$ cat config.mk
export PLATFORM = sky130hd
export DESIGN_NAME = chunked_serial_adder
export DESIGN_NICKNAME = d
export VERILOG_FILES = /design/src/rtl/chunked_serial_adder.sv
export SDC_FILE = /design/constraint.sdc
export NUM_CORES = 1
export LEC_CHECK = 0
export CAP_MARGIN = 40
export CELL_PAD_IN_SITES_DETAIL_PLACEMENT = 1
export CELL_PAD_IN_SITES_GLOBAL_PLACEMENT = 1
export CORE_MARGIN = 4
export CORE_UTILIZATION = 42
export DETAILED_ROUTE_END_ITERATION = 8
export MAX_ROUTING_LAYER = met4
export PLACE_DENSITY_LB_ADDON = 0.1
export SETUP_SLACK_MARGIN = 0.15
export SLEW_MARGIN = 40
export SYNTH_ARGS = -nofsm -noshare
export SYNTH_HDL_FRONTEND = slang
export SYNTH_SLANG_ARGS = --single-unit
$ cat constraint.sdc
create_clock -name clk -period 8.6 [get_ports clk]
set_input_delay 1.29 -clock clk [delete_from_list [all_inputs] [get_ports clk]]
set_output_delay 1.29 -clock clk [all_outputs]
set_load 0.02 [all_outputs]
$ cat src/rtl/chunked_serial_adder.sv
`default_nettype none
// ============================================================================
// chunked_serial_adder : WIDTH-bit add/sub, CHUNK bits per clock, LSB first
// Revision 1.0
// ============================================================================
module chunked_serial_adder #(
  parameter int WIDTH = 32,
  parameter int CHUNK = 8
) (
  input  logic             clk,
  input  logic             rst,
  input  logic             start,
  input  logic [WIDTH-1:0] a,
  input  logic [WIDTH-1:0] b,
  input  logic             cin,
  input  logic             sub,
  output logic             busy,
  output logic             done,
  output logic [WIDTH-1:0] s,
  output logic             cout,
  output logic             ovf
);

  localparam int NCHUNK = WIDTH / CHUNK;
  localparam int IW     = (NCHUNK > 1) ? $clog2(NCHUNK) : 1;

  typedef enum logic [0:0] {
    S_IDLE = 1'b0,
    S_RUN  = 1'b1
  } state_t;

  state_t           r_state;
  state_t           w_state_next;
  logic [IW-1:0]    r_idx;
  logic [IW-1:0]    w_idx_next;
  logic [WIDTH-1:0] r_a;
  logic [WIDTH-1:0] r_b;
  logic [WIDTH-1:0] r_s;
  logic             r_carry;
  logic             r_cout;
  logic             r_ovf;
  logic             r_done;
  logic [CHUNK-1:0] w_ach;
  logic [CHUNK-1:0] w_bch;
  logic [CHUNK:0]   w_sum;
  logic             w_cmsb;
  logic             w_accept;
  logic             w_last;

  // Latched operands shift right each chunk, so the active chunk is always the low slice.
  assign w_ach  = r_a[CHUNK-1:0];
  assign w_bch  = r_b[CHUNK-1:0];
  assign w_sum  = {1'b0, w_ach} + {1'b0, w_bch} + {{CHUNK{1'b0}}, r_carry};
  assign w_cmsb = w_ach[CHUNK-1] ^ w_bch[CHUNK-1] ^ w_sum[CHUNK-1];
  assign w_last = (r_idx == IW'(NCHUNK - 1));

  always_comb begin
    w_state_next = r_state;
    w_idx_next   = r_idx;
    w_accept     = 1'b0;
    case (r_state)
      S_IDLE: begin
        if (start) begin
          w_accept     = 1'b1;
          w_state_next = S_RUN;
          w_idx_next   = '0;
        end
      end
      S_RUN: begin
        if (w_last) begin
          w_state_next = S_IDLE;
          w_idx_next   = '0;
        end else begin
          w_idx_next = r_idx + IW'(1);
        end
      end
      default: begin
        w_state_next = S_IDLE;
        w_idx_next   = '0;
      end
    endcase
  end

  always_ff @(posedge clk or posedge rst) begin
    if (rst) begin
      r_state <= S_IDLE;
      r_idx   <= '0;
    end else begin
      r_state <= w_state_next;
      r_idx   <= w_idx_next;
    end
  end

  always_ff @(posedge clk or posedge rst) begin
    if (rst) begin
      r_a     <= '0;
      r_b     <= '0;
      r_s     <= '0;
      r_carry <= 1'b0;
      r_cout  <= 1'b0;
      r_ovf   <= 1'b0;
      r_done  <= 1'b0;
    end else begin
      r_done <= 1'b0;
      if (w_accept) begin
        r_a     <= a;
        r_b     <= sub ? ~b : b;
        r_carry <= sub ? 1'b1 : cin;
      end else if (r_state == S_RUN) begin
        r_a     <= r_a >> CHUNK;
        r_b     <= r_b >> CHUNK;
        r_carry <= w_sum[CHUNK];
        for (int g = 0; g < NCHUNK; g++) begin
          if (r_idx == IW'(g)) begin
            r_s[g*CHUNK +: CHUNK] <= w_sum[CHUNK-1:0];
          end
        end
        if (w_last) begin
          r_cout <= w_sum[CHUNK];
          r_ovf  <= w_cmsb ^ w_sum[CHUNK];
          r_done <= 1'b1;
        end
      end
    end
  end

  assign busy = (r_state == S_RUN);
  assign done = r_done;
  assign s    = r_s;
  assign cout = r_cout;
  assign ovf  = r_ovf;

endmodule
`default_nettype wire

Word-level counts from Yosys, hierarchy flattened
Index checks and enable logic that the tools add are counted.

Register bits: 103. Latch bits: 0. RAM bits: 0. Memory bits (read-only): 0. Bits of input ports: 69. Output and inout port bits: 36. Logic and storage cells: 49. Memories kept: 0.

$add $sub $neg: 3. Multipliers: 0. Divide/modulo/power cells: 0. Order comparisons: 0. Eq/ne operators: 4. Shifts and indexed selects: 0. Mux-type cells: 18. Bitwise operators: 6. Reductions and logical operators: 6.

Operator list (number): 2-to-1 mux 32 bit (5); NOT 32 bit (1); AND reduction 3 bit (4); adder 8 x 8 -> 9 bit (1); adder 9 x 1 -> 9 bit (1); 2-to-1 mux 1 bit (9); equality test 2 bit (second input constant) (2); 2-to-1 mux 2 bit (2); one-hot mux 2 bit (2 select lines) (1); bitwise XOR 1 bit (3); adder 2 x 1 -> 2 bit (second input constant) (1); equality test 2 x 1 -> 1 bit (second input constant) (1); logical NOT 2 bit (1); inequality test 2 bit (second input constant) (1); NOT 1 bit (2); one-hot mux 1 bit (2 select lines) (1); nonzero test 2 bit (1).

Longest topological paths before layout
Gate-level depths: netlist (run 1).

Depth after elaboration: 4. Mapped depth: 7. Mapped depth without buffers: 7.

Worst setup path after synthesis (run 1)
Ideal clock, no wire load.

Kind: input to register. Start: input port start. End: register r_idx[0]. Library setup time: 0.125 ns. Arrival: 2.016 ns. Data required time: 8.475 ns. Slack: 6.460 ns. Cell stages on the path: 4. Buffers on the path: 2. Cell sequence: buf_2 > buf_2 > nor2_1 > mux2_2.

Longest elaborated chain between the ends: 1.

RTL lines: start, declared (line 12) `input logic start,`; inequality test 2 bit (no source line); end signal, assigned (line 90) `r_idx <= w_idx_next;`; end, declared (line 34) `logic [IW-1:0] r_idx;`.

No other way between the ends. A chain may end at the register's enable or synchronous reset.

Worst setup path after layout (run 1)
Start: register r_state, in the netlist busy. End: output port busy.

RTL lines: start, declared (line 32) `state_t r_state;`; start signal, assigned (line 89) `r_state <= w_state_next;`; end, declared (line 17) `output logic busy,`.

No word-level cell between the ends.

==> impl_metrics.ini, run 1 <==
[placement]
placedCellCount = 696
placed_area_mm2 = 0.005972
place_congestion = 0.8211
io_buffers = 104
place_hpwl_um = 8152

[logic_synthesis]
yosysSeqAreaShare = 0.5297
syn-mean-instance-area_um2 = 10.16
synth_area_leaders = dfrtp_1, o21ai_0, nand2_1, mux2i_1, xnor2_1
synth.area.mux_share = 0.09823
synth-simple-area-share = 0.09823
synth_top_family_by_area = compound AO/OA/AOI/OAI gates
synthXorXnorAreaFrac = 0.07174
synth_top_area_frac = 0.5297
synth_common_cells = dfrtp_1, nand2_1, o21ai_0
synth_edf_count = 0
synth.distinct_cells = 29
synthFlopType = dfrtp_1
synth-seq-cells = 103
yosys_warnings = 0
synth_compound_area_frac = 0.1329
syn_inst = 479
yosysTopAreaCell = dfrtp_1
synth-async-reset-ratio = 1.000
mappedNetlistArea_mm2 = 0.004866
synth_fa_ha_area_frac = 0.03651
syn-num-nets = 561
yosysMostFrequentCell = dfrtp_1

[cells_and_area]
syn2layout_area_growth_pct = 29.52
antenna_cells = 0
final_cell_area_mm2 = 0.006302
layout-drive-gt1-share = 0.06854
finalNonFillerCells = 712
final_nets = 646
post-route-util = 0.5543

[cts]
tritoncts = done
clk_pin_slew_ns = 0.07
cts_setup_buffers = 0
cts_root_buffer = clkbuf_16
cts.sinks = 103
clkLatencyLatePin_ns = 0.35
htree_levels = 3
cts.path.max_buffers = 2
postCtsHoldBufs = 0
ctsResizeCount = 0
cts_buffers = 9

[setup_path]
path_class = reg -> out
path_max_fanout = 63
critPathSlowestCell = dfrtp_4
required_ns = 7.31
path_buf_inv = 1
path_cells = clkdlybuf4s50_1
cp-end-kind = primary output
worst_path_dominant_cell_family = flip-flops
worst_setup_path_start_kind = flop
crit_path_start = busy
cp.arrival_ns = 1.90
cpPeakStageDelay_ns = 0.79
r2r-start = r_a[0]

[global_route]
grt_max_degree = 101
gr-total-overflow = 0
grt_pass1_vias = 3868
antenna_found_initial = 0
grt_usage = 0.1879
grt_first_pass_wirelength_um = 19230

[route]
drt_pass1_iterations = 4
viasPerCell = 5.110
drtAntennaViolNets = 0
dr.first_iter.drc_count = 184
drc = 0
wl_per_cell_um = 16.12
vias = 3638
wl_um = 11480

[run]
cap_violations = 0

[sta]
finalCritPeriodShare = 0.3705
setup_tns_ns = 0
layout_min_cycle_time_ns = 3.187
setup_viol = 0
max_freq_mhz = 313.8
relSlewSlack = 0.4652
rsz0062_at_grt = false
final_max_slew_viol_count = 0
hold_violations = 0
fin_skew_ns = 0.007148
worstMarginPinSlew_ns = 0.8022

[die]
die_h_um = 115.6
die_w_um = 115.6
placeableCoreArea_mm2 = 0.01137
fp-row-count = 39
pin_count = 105
start_util = 0.4280
die-area_mm2 = 0.01337

[power_and_ir_drop]
ir_drop_mv = 0.1668
p_leak_uw = 0.002783
power_density_mw_per_mm2 = 325.9
power_uw = 2054

[min_path]
holdCritStartpoint = s[3]
hold_class = reg -> reg

[outcome]
status = completed
-- kinds of logic after synthesis --
group	count (synthesis)
compound gates	117
flops	103
buf+inv	36
xor+xnor	39
simple gates	125
fa+ha+maj	13
mux	46
-- registers in the layout, indices dropped and copies added (netlist names) --
register	cells
r_a	32
r_b	32
s	32
r_idx	2
busy	1
cout	1
done	1
ovf	1
r_carry	1
-- final timing paths --
path / to / slack (ns) / cells past startpoint
setup / recovery: busy / 5.41 / 1
hold / removal: s[3] / 0.48 / 2
setup reg to reg: s[30] / 6.15 / 7
hold reg to reg: s[3] / 0.48 / 2
max in group asynchronous: r_b[31] / 6.32 / 3
min in group asynchronous: r_a[24] / 1.34 / 2
-- worst reg2reg max path, delay by kind of cell (launching register included) --
family | cells | cell delay [ns]
simple gates | 2 | 0.23
fa+ha+maj | 2 | 0.98
flops | 1 | 0.43
xor+xnor | 1 | 0.29
compound gates | 2 | 0.38
-- per-layer routing --
metal / global-route usage / share of wire / up-vias
li1: - / - / 1789
met4: 0.07193 / 0.022 / 0
met3: 0.02820 / 0.033 / 17
met1: 0.2329 / 0.43 / 1758
met2: 0.3121 / 0.51 / 74
met5: - / 0 / -
-- stage by stage --
step / hold WS [ns] / setup slack [ns]
final: 0.4846 / 5.413
after floorplan: 0.4447 / 4.606
after detailed placement: 0.4698 / 5.609
after global routing: 0.5145 / 5.334
after CTS: 0.4905 / 5.408
after global placement: 0.4547 / 5.421
-- layout make-up --
type                            instances  area (um2)
Clock buffer                           11       242.7
Clock inverter                          5       81.33
Fill cell                            1294        5067
Inverter                                4       17.52
Multi-Input combinational cell        340        2130
Sequential cell                       103        2581
Tap cell                              143       178.9
Timing Repair Buffer                  106        1071
-- where the power goes --
part | internal (uW) | switching (uW) | leakage, uW | total, uW
clock | 263 | 177 | 0.000156 | 440
sequential | 672 | 136 | 0.00134 | 808
combinational | 363 | 443 | 0.00129 | 806
-- layout by cell type (no fill, tap or decap), drive strengths merged --
cell and instances:
clkinvlp 1, xor2 5, buf 4, nand3 3, nand2 101, clkdlybuf4s50 102, o211ai 1, bufinv 2
a21oi 4, clkbuf 11, a211oi 9, a21o 3, o31ai 2, nor2 19, fa 2, clkinv 2
o21ai 97, ha 11, nand2b 1, a31oi 1, mux2 14, mux2i 32, xnor2 34, inv 4
dfrtp 103, nand4 1
No activity file was read; power rests on OpenSTA's default activity.
==> run 2, diff against run 1 <==
--- a/config.mk
+++ b/config.mk
@@ -9,7 +9,7 @@
 export CELL_PAD_IN_SITES_DETAIL_PLACEMENT = 1
 export CELL_PAD_IN_SITES_GLOBAL_PLACEMENT = 1
 export CORE_MARGIN = 4
-export CORE_UTILIZATION = 42
+export CORE_UTILIZATION = 39
 export DETAILED_ROUTE_END_ITERATION = 8
 export MAX_ROUTING_LAYER = met4
 export PLACE_DENSITY_LB_ADDON = 0.1
==> constraint.sdc (replaced) <==
create_clock -name clk -period 2.99 [get_ports clk]
set_input_delay 0.4485 -clock clk [delete_from_list [all_inputs] [get_ports clk]]
set_output_delay 0.4485 -clock clk [all_outputs]
set_load 0.02 [all_outputs]
==> impl_metrics.ini, run 2 (synthesis gave the netlist of run 1 again) <==
[placement]
place_hpwl_um = 8776
place_congestion = 0.8046
placedCellCount = 726
io_buffers = 104

[cells_and_area]
layout-drive-gt1-share = 0.07826
final_nets = 652
finalNonFillerCells = 743
antenna_cells = 0
syn2layout_area_growth_pct = 30.65
final_cell_mix = dfrtp_1, clkdlybuf4s50_1, nand2_1

[route]
vias = 3664
wl_per_cell_um = 16.24
viasPerCell = 4.931
drt_pass1_iterations = 4
wl_um = 12060
drtAntennaViolNets = 0
drc = 0
dr.first_iter.drc_count = 220

[global_route]
grt_usage = 0.1808
grt_use_met2 = 0.2927
grt_max_degree = 84
grt-busiest-layer = met2
grt_first_pass_wirelength_um = 20010
gr-total-overflow = 0
antenna_found_initial = 0
grt_pass1_vias = 3900
use_met1 = 0.2284
use_met3 = 0.04100

[sta]
rsz0062_at_grt = false
max_freq_mhz = 421.6
relSlewSlack = 0.5277
layout_min_cycle_time_ns = 2.372
finalCritPeriodShare = 0.7933
final_max_slew_viol_count = 0
setup_viol = 0
worstMarginPinSlew_ns = 0.7084
setup_tns_ns = 0
fin_skew_ns = 0.004945
hold_violations = 0

[cts]
clkLatencyLatePin_ns = 0.34
clk_pin_slew_ns = 0.07
ctsResizeCount = 0
cts_root_buffer = clkbuf_16
htree_levels = 3
cts.sinks = 103
cts.path.max_buffers = 2
postCtsHoldBufs = 0
cts_setup_buffers = 0
cts_buffers = 9
tritoncts = done

[min_path]
hold_class = in -> async

[power_and_ir_drop]
p_sw_uw = 2167
power_density_mw_per_mm2 = 903.5
netSwitchingFraction = 0.3773
p_leak_uw = 0.002803
pwr-share-comb = 0.406
ir_drop_mv = 0.4371
power.share.clock = 0.191
seq_power_share = 0.402
power.internal_uw = 3577

[run]
cap_violations = 0

[die]
die-area_mm2 = 0.01433
start_util = 0.4018
die_w_um = 119.7
fp-row-count = 40
die_h_um = 119.7
placeableCoreArea_mm2 = 0.01211
pin_count = 105

[setup_path]
path_cells = fa_1 -> fa_1 -> nand3_1 -> nand2_1 -> a31oi_1 -> xor2_1 -> o21ai_0
worst_setup_path_start_kind = flop
cp.arrival_ns = 2.58
r2r_setup_slack_ns = 0.62
path_buf_inv = 0
r2r-start = r_a[0]
cpPeakStageDelay_ns = 0.51
worst_path_dominant_cell_family = adder cells
path_class = reg -> reg
critPathSlowestCell = fa_1
required_ns = 3.20
ff2ff_path_depth = 7
path_max_fanout = 4
cp_common_cell = fa_1
r2r_end = s[30]
cp-end-kind = flop

[outcome]
status = completed
run 2: cell types whose count changed in the layout (fill, tap and decap cells not counted), moves of 2 or more:
cell | before | now
buf_6 | 2 | 0
bufinv_16 | 2 | 0
buf_4 | 1 | 7
clkinv_2 | 1 | 4
run 2: routing by layer:
layer	vias to the layer above	wire, um
li1	1797	-
met1	1781	5554
met2	71	5938
met3	15	381
met4	0	189
met5	-	0
run 2: through the flow:
| step | worst slack [ns] | util | power (uW) | hold WS [ns] | area [um2] |
|---|---|---|---|---|---|
| after floorplan | 0.9000 | - | 3715 | 0.4447 | 4870 |
| after global placement | 0.7715 | 0.4996 | 4570 | 0.4593 | 6051 |
| after detailed placement | 0.6318 | 0.4998 | 4693 | 0.4690 | 6053 |
| after CTS | 0.6125 | 0.5226 | 5825 | 0.4884 | 6330 |
| after global routing | 0.4251 | 0.5249 | 6177 | 0.4636 | 6357 |
| final | 0.6181 | 0.5249 | 5744 | 0.4522 | 6357 |
run 2: worst max path at each step:
stage           start     to  slack, ns  cells after the start
3_3_place_gp   r_a[0]   s[6]       0.77                      7
4_1_cts        r_a[0]  s[30]       0.61                      7
5_1_grt        r_a[0]  s[30]       0.43                      7
2_1_floorplan  r_a[0]  s[14]       0.90                      7
3_5_place_dp   r_a[0]  s[30]       0.63                      7
6_report       r_a[0]  s[30]       0.62                      7
run 2: layout make-up:
type,count,area (um2)
multi-input cells,340,2130
fillers,1360,5754
repair buffers,112,1141
clock buffers,12,256.5
well taps,168,210.2
clock inverters,4,20.02
flip-flops and latches,103,2581
inverters,4,18.77
run 2: power by group through the flow:
stage                     combinational (uW)  sequential (uW)  clock [uW]
after floorplan                         1270             2450           0
after global placement                  2250             2320           0
after detailed placement                2350             2340           0
after CTS                               2370             2320        1130
after global routing                    2590             2390        1200
final                                   2330             2310        1100
==> RTL change: new RTL, config.mk and constraints of run 2 <==
Change the parameter `WIDTH` from 32 to 64.
--- a/src/rtl/chunked_serial_adder.sv
+++ b/src/rtl/chunked_serial_adder.sv
@@ -6,3 +6,3 @@
 module chunked_serial_adder #(
-  parameter int WIDTH = 32,
+  parameter int WIDTH = 64,
   parameter int CHUNK = 8
Interface: changed (resized a, b and s); port bits go from 105 to 201. No check against the original RTL was run, so the function may have changed too.
==> RTL change against run 2 <==
Sequential power up 96%; setup slack worse by 130 ps; synthesized area up 90%; design area up 91%; power up 98%; clock power up 110%; via count up 92%; sequential cell count up 97; count of clock-buffer cells in the layout up 7; wire length up 100%; non-clock buffer count up 99; largest power group is now registers; highest routed layer unchanged.
==> RTL change: results (changes against run 2) <==
- Result of the run: completed (unchanged)
- Path type of the worst min-delay path: primary input to asynchronous set/reset pin (unchanged)
- Global-route wire length before repair: 39.9 mm (was 20.0 mm)
- Post-synthesis sequential area ratio: 54.1% (was 53.0%)
- Fraction of final layout cells sized beyond drive strength 1: 6.11% (was 7.83%)
- Overall track demand over capacity in global routing: 19.5% (was 18.1%)
- Clock insertion delay at the later pin of the skew report: 430 ps (was 340 ps)
- Share of async-settable or async-resettable flops after synthesis: 100% (unchanged)
- Arrival time worst endpoint: 2790 ps (was 2580 ps)
- Maximum number of pins on one net before global-route repair: 250 (was 84)
- Net count after synthesis: 1083 (was 561)
- Worst-margin pin slew: 689 ps (was 708 ps)
- Total of fill cells in the finished design: 2662 (was 1360)
- Final worst clock skew: 12.4 ps (was 4.95 ps)
- Warnings, synthesis: 0 (unchanged)
- Leakage power summed over all cells: 0.00531 uW (was 0.00280 uW)
- Met2 track demand over resource: 32.8% (was 29.3%)
- Clock buffer count from CTS: 17 (was 9)
- IR drop worst, VDD: 0.377 mV (was 0.437 mV)
- Clock tree root buffer cell: clkbuf_16 (unchanged)
- Number of levels in the clock H-tree: 4 (was 3)
- Setup Buffers After CTS: 0 (unchanged)
- Met3 track demand over resource: 4.19% (was 4.10%)
- Number of buffers inserted by port buffering: 200 (was 104)
- Commonest cells post-synth: dfrtp_1 (200), nand2_1 (166), o21ai_0 (163), nor2_1 (72), xnor2_1 (67) (was dfrtp_1 (103), nand2_1 (101), o21ai_0 (91), xnor2_1 (34), mux2i_1 (32))
- Initial antenna violation count: 6 (was 0)
- Highest net fanout along the worst path: 8 (was 4)
- Clock transition at the registers of the reported paths: 80 ps
- Overall routed net length: 24.5 mm (was 12.1 mm)
- Detailed router's first-iteration violation count: 284 (was 220)
- Post_cts resized: 0 (unchanged)
- Via count of the routed design: 7036 (was 3664)
- NumNets Final: 1248 (was 652)
- Post-synthesis cell type count: 32 (was 29)
- Leading cell types by total area after synthesis: dfrtp_1 (54%), o21ai_0 (8.8%), mux2i_1 (6.9%), nand2_1 (6.7%), xnor2_1 (6.3%) (was dfrtp_1 (53%), o21ai_0 (9.4%), nand2_1 (7.8%), mux2i_1 (6.6%), xnor2_1 (6.1%))
- CTS Buffer Depth: 2 (unchanged)
- Placed wire-length estimate: 17.3 mm (was 8.78 mm)
- Detailed Routing Iterations Pass 1: 4 (unchanged)
- Routability Congestion: 0.800 (was 0.805)
- Internal power: 6970 uW (was 3580 uW)
- Met1 usage: 24.4% (was 22.8%)
- Via count of the first global-routing pass: 7380 (was 3900)
[RTL change: changes by cell type after synthesis, moves of 5 or more]
cell,change
nor2_1,+53
o21ai_0,+72
mux2i_1,+32
a21oi_1,+57
clkbuf_1,+15
xnor2_1,+33
buf_2,+21
nand3_1,+5
dfrtp_1,+97
nand2_1,+65
[RTL change: metrics by stage]
step                area [sq um]  std cells  setup WS (ps)  utilization (%)
floorplan                   9250        935          -46.8                -
global placement           11500       1399            518             49.2
detailed placement         11500       1399            477             49.2
CTS                        12100       1431            467             51.8
global route               12200       1438            272             52.0
finish                     12200       1438            483             52.0
[RTL change: critical path: stages, from the launching register on]
cell	delay, ps
dfrtp_1	400
fa_1	490
fa_1	440
nand3_1	130
nand2_1	90
a31oi_1	200
xor2_1	450
o21ai_0	170
[RTL change: metal layers]
metal,part of all wire (%),routed length (um)
met1,45,11000
met2,50,12200
met3,4.1,1000
met4,1.2,297
met5,0,0
[RTL change: kinds of logic (layout without fill, tap and decap cells)]
logic type / count (synthesis) / after routing / share of synthesized area [%]
fa+ha+maj: 15 / 15 / 2.19
simple gates: 253 / 253 / 10.6
compound gates: 244 / 244 / 13.9
buf+inv: 71 / 249 / 3.38
xor+xnor: 71 / 71 / 6.81
mux: 81 / 81 / 9.00
other cells: 0 / 6 / 0
flops: 200 / 200 / 54.1
[RTL change: power by group through the flow]
stage / logic [uW] / registers (uW) / clock network [uW]
after CTS: 4560 / 4550 / 2410
after global placement: 4360 / 4560 / 0
final: 4480 / 4530 / 2350
after floorplan: 2300 / 4860 / 0
after global routing: 5030 / 4680 / 2540
after detailed placement: 4550 / 4610 / 0
[RTL change: final timing paths]
path                       startpoint  slack [ps]  endpoint  depth (start not counted)
max in group asynchronous         rst        1970   r_b[54]                          3
min in group clk                s[53]         480     s[53]                          2
hold / removal                    rst         310    r_a[6]                          2
setup / recovery               r_a[0]         480     s[46]                          7
setup reg to reg               r_a[0]         480     s[46]                          7
hold reg to reg                 s[53]         480     s[53]                          2
[RTL change: area by class of cell]
| class | count | share of cell area, % |
|---|---|---|
| Sequential cell | 200 | 41.2 |
| Tap cell | 319 | 3.28 |
| Timing Repair Buffer | 211 | 18.0 |
| Multi-Input combinational cell | 664 | 32.3 |
| Inverter | 6 | 0.226 |
| Clock buffer | 19 | 3.64 |
| Antenna cell | 6 | 0.123 |
| Clock inverter | 13 | 1.30 |
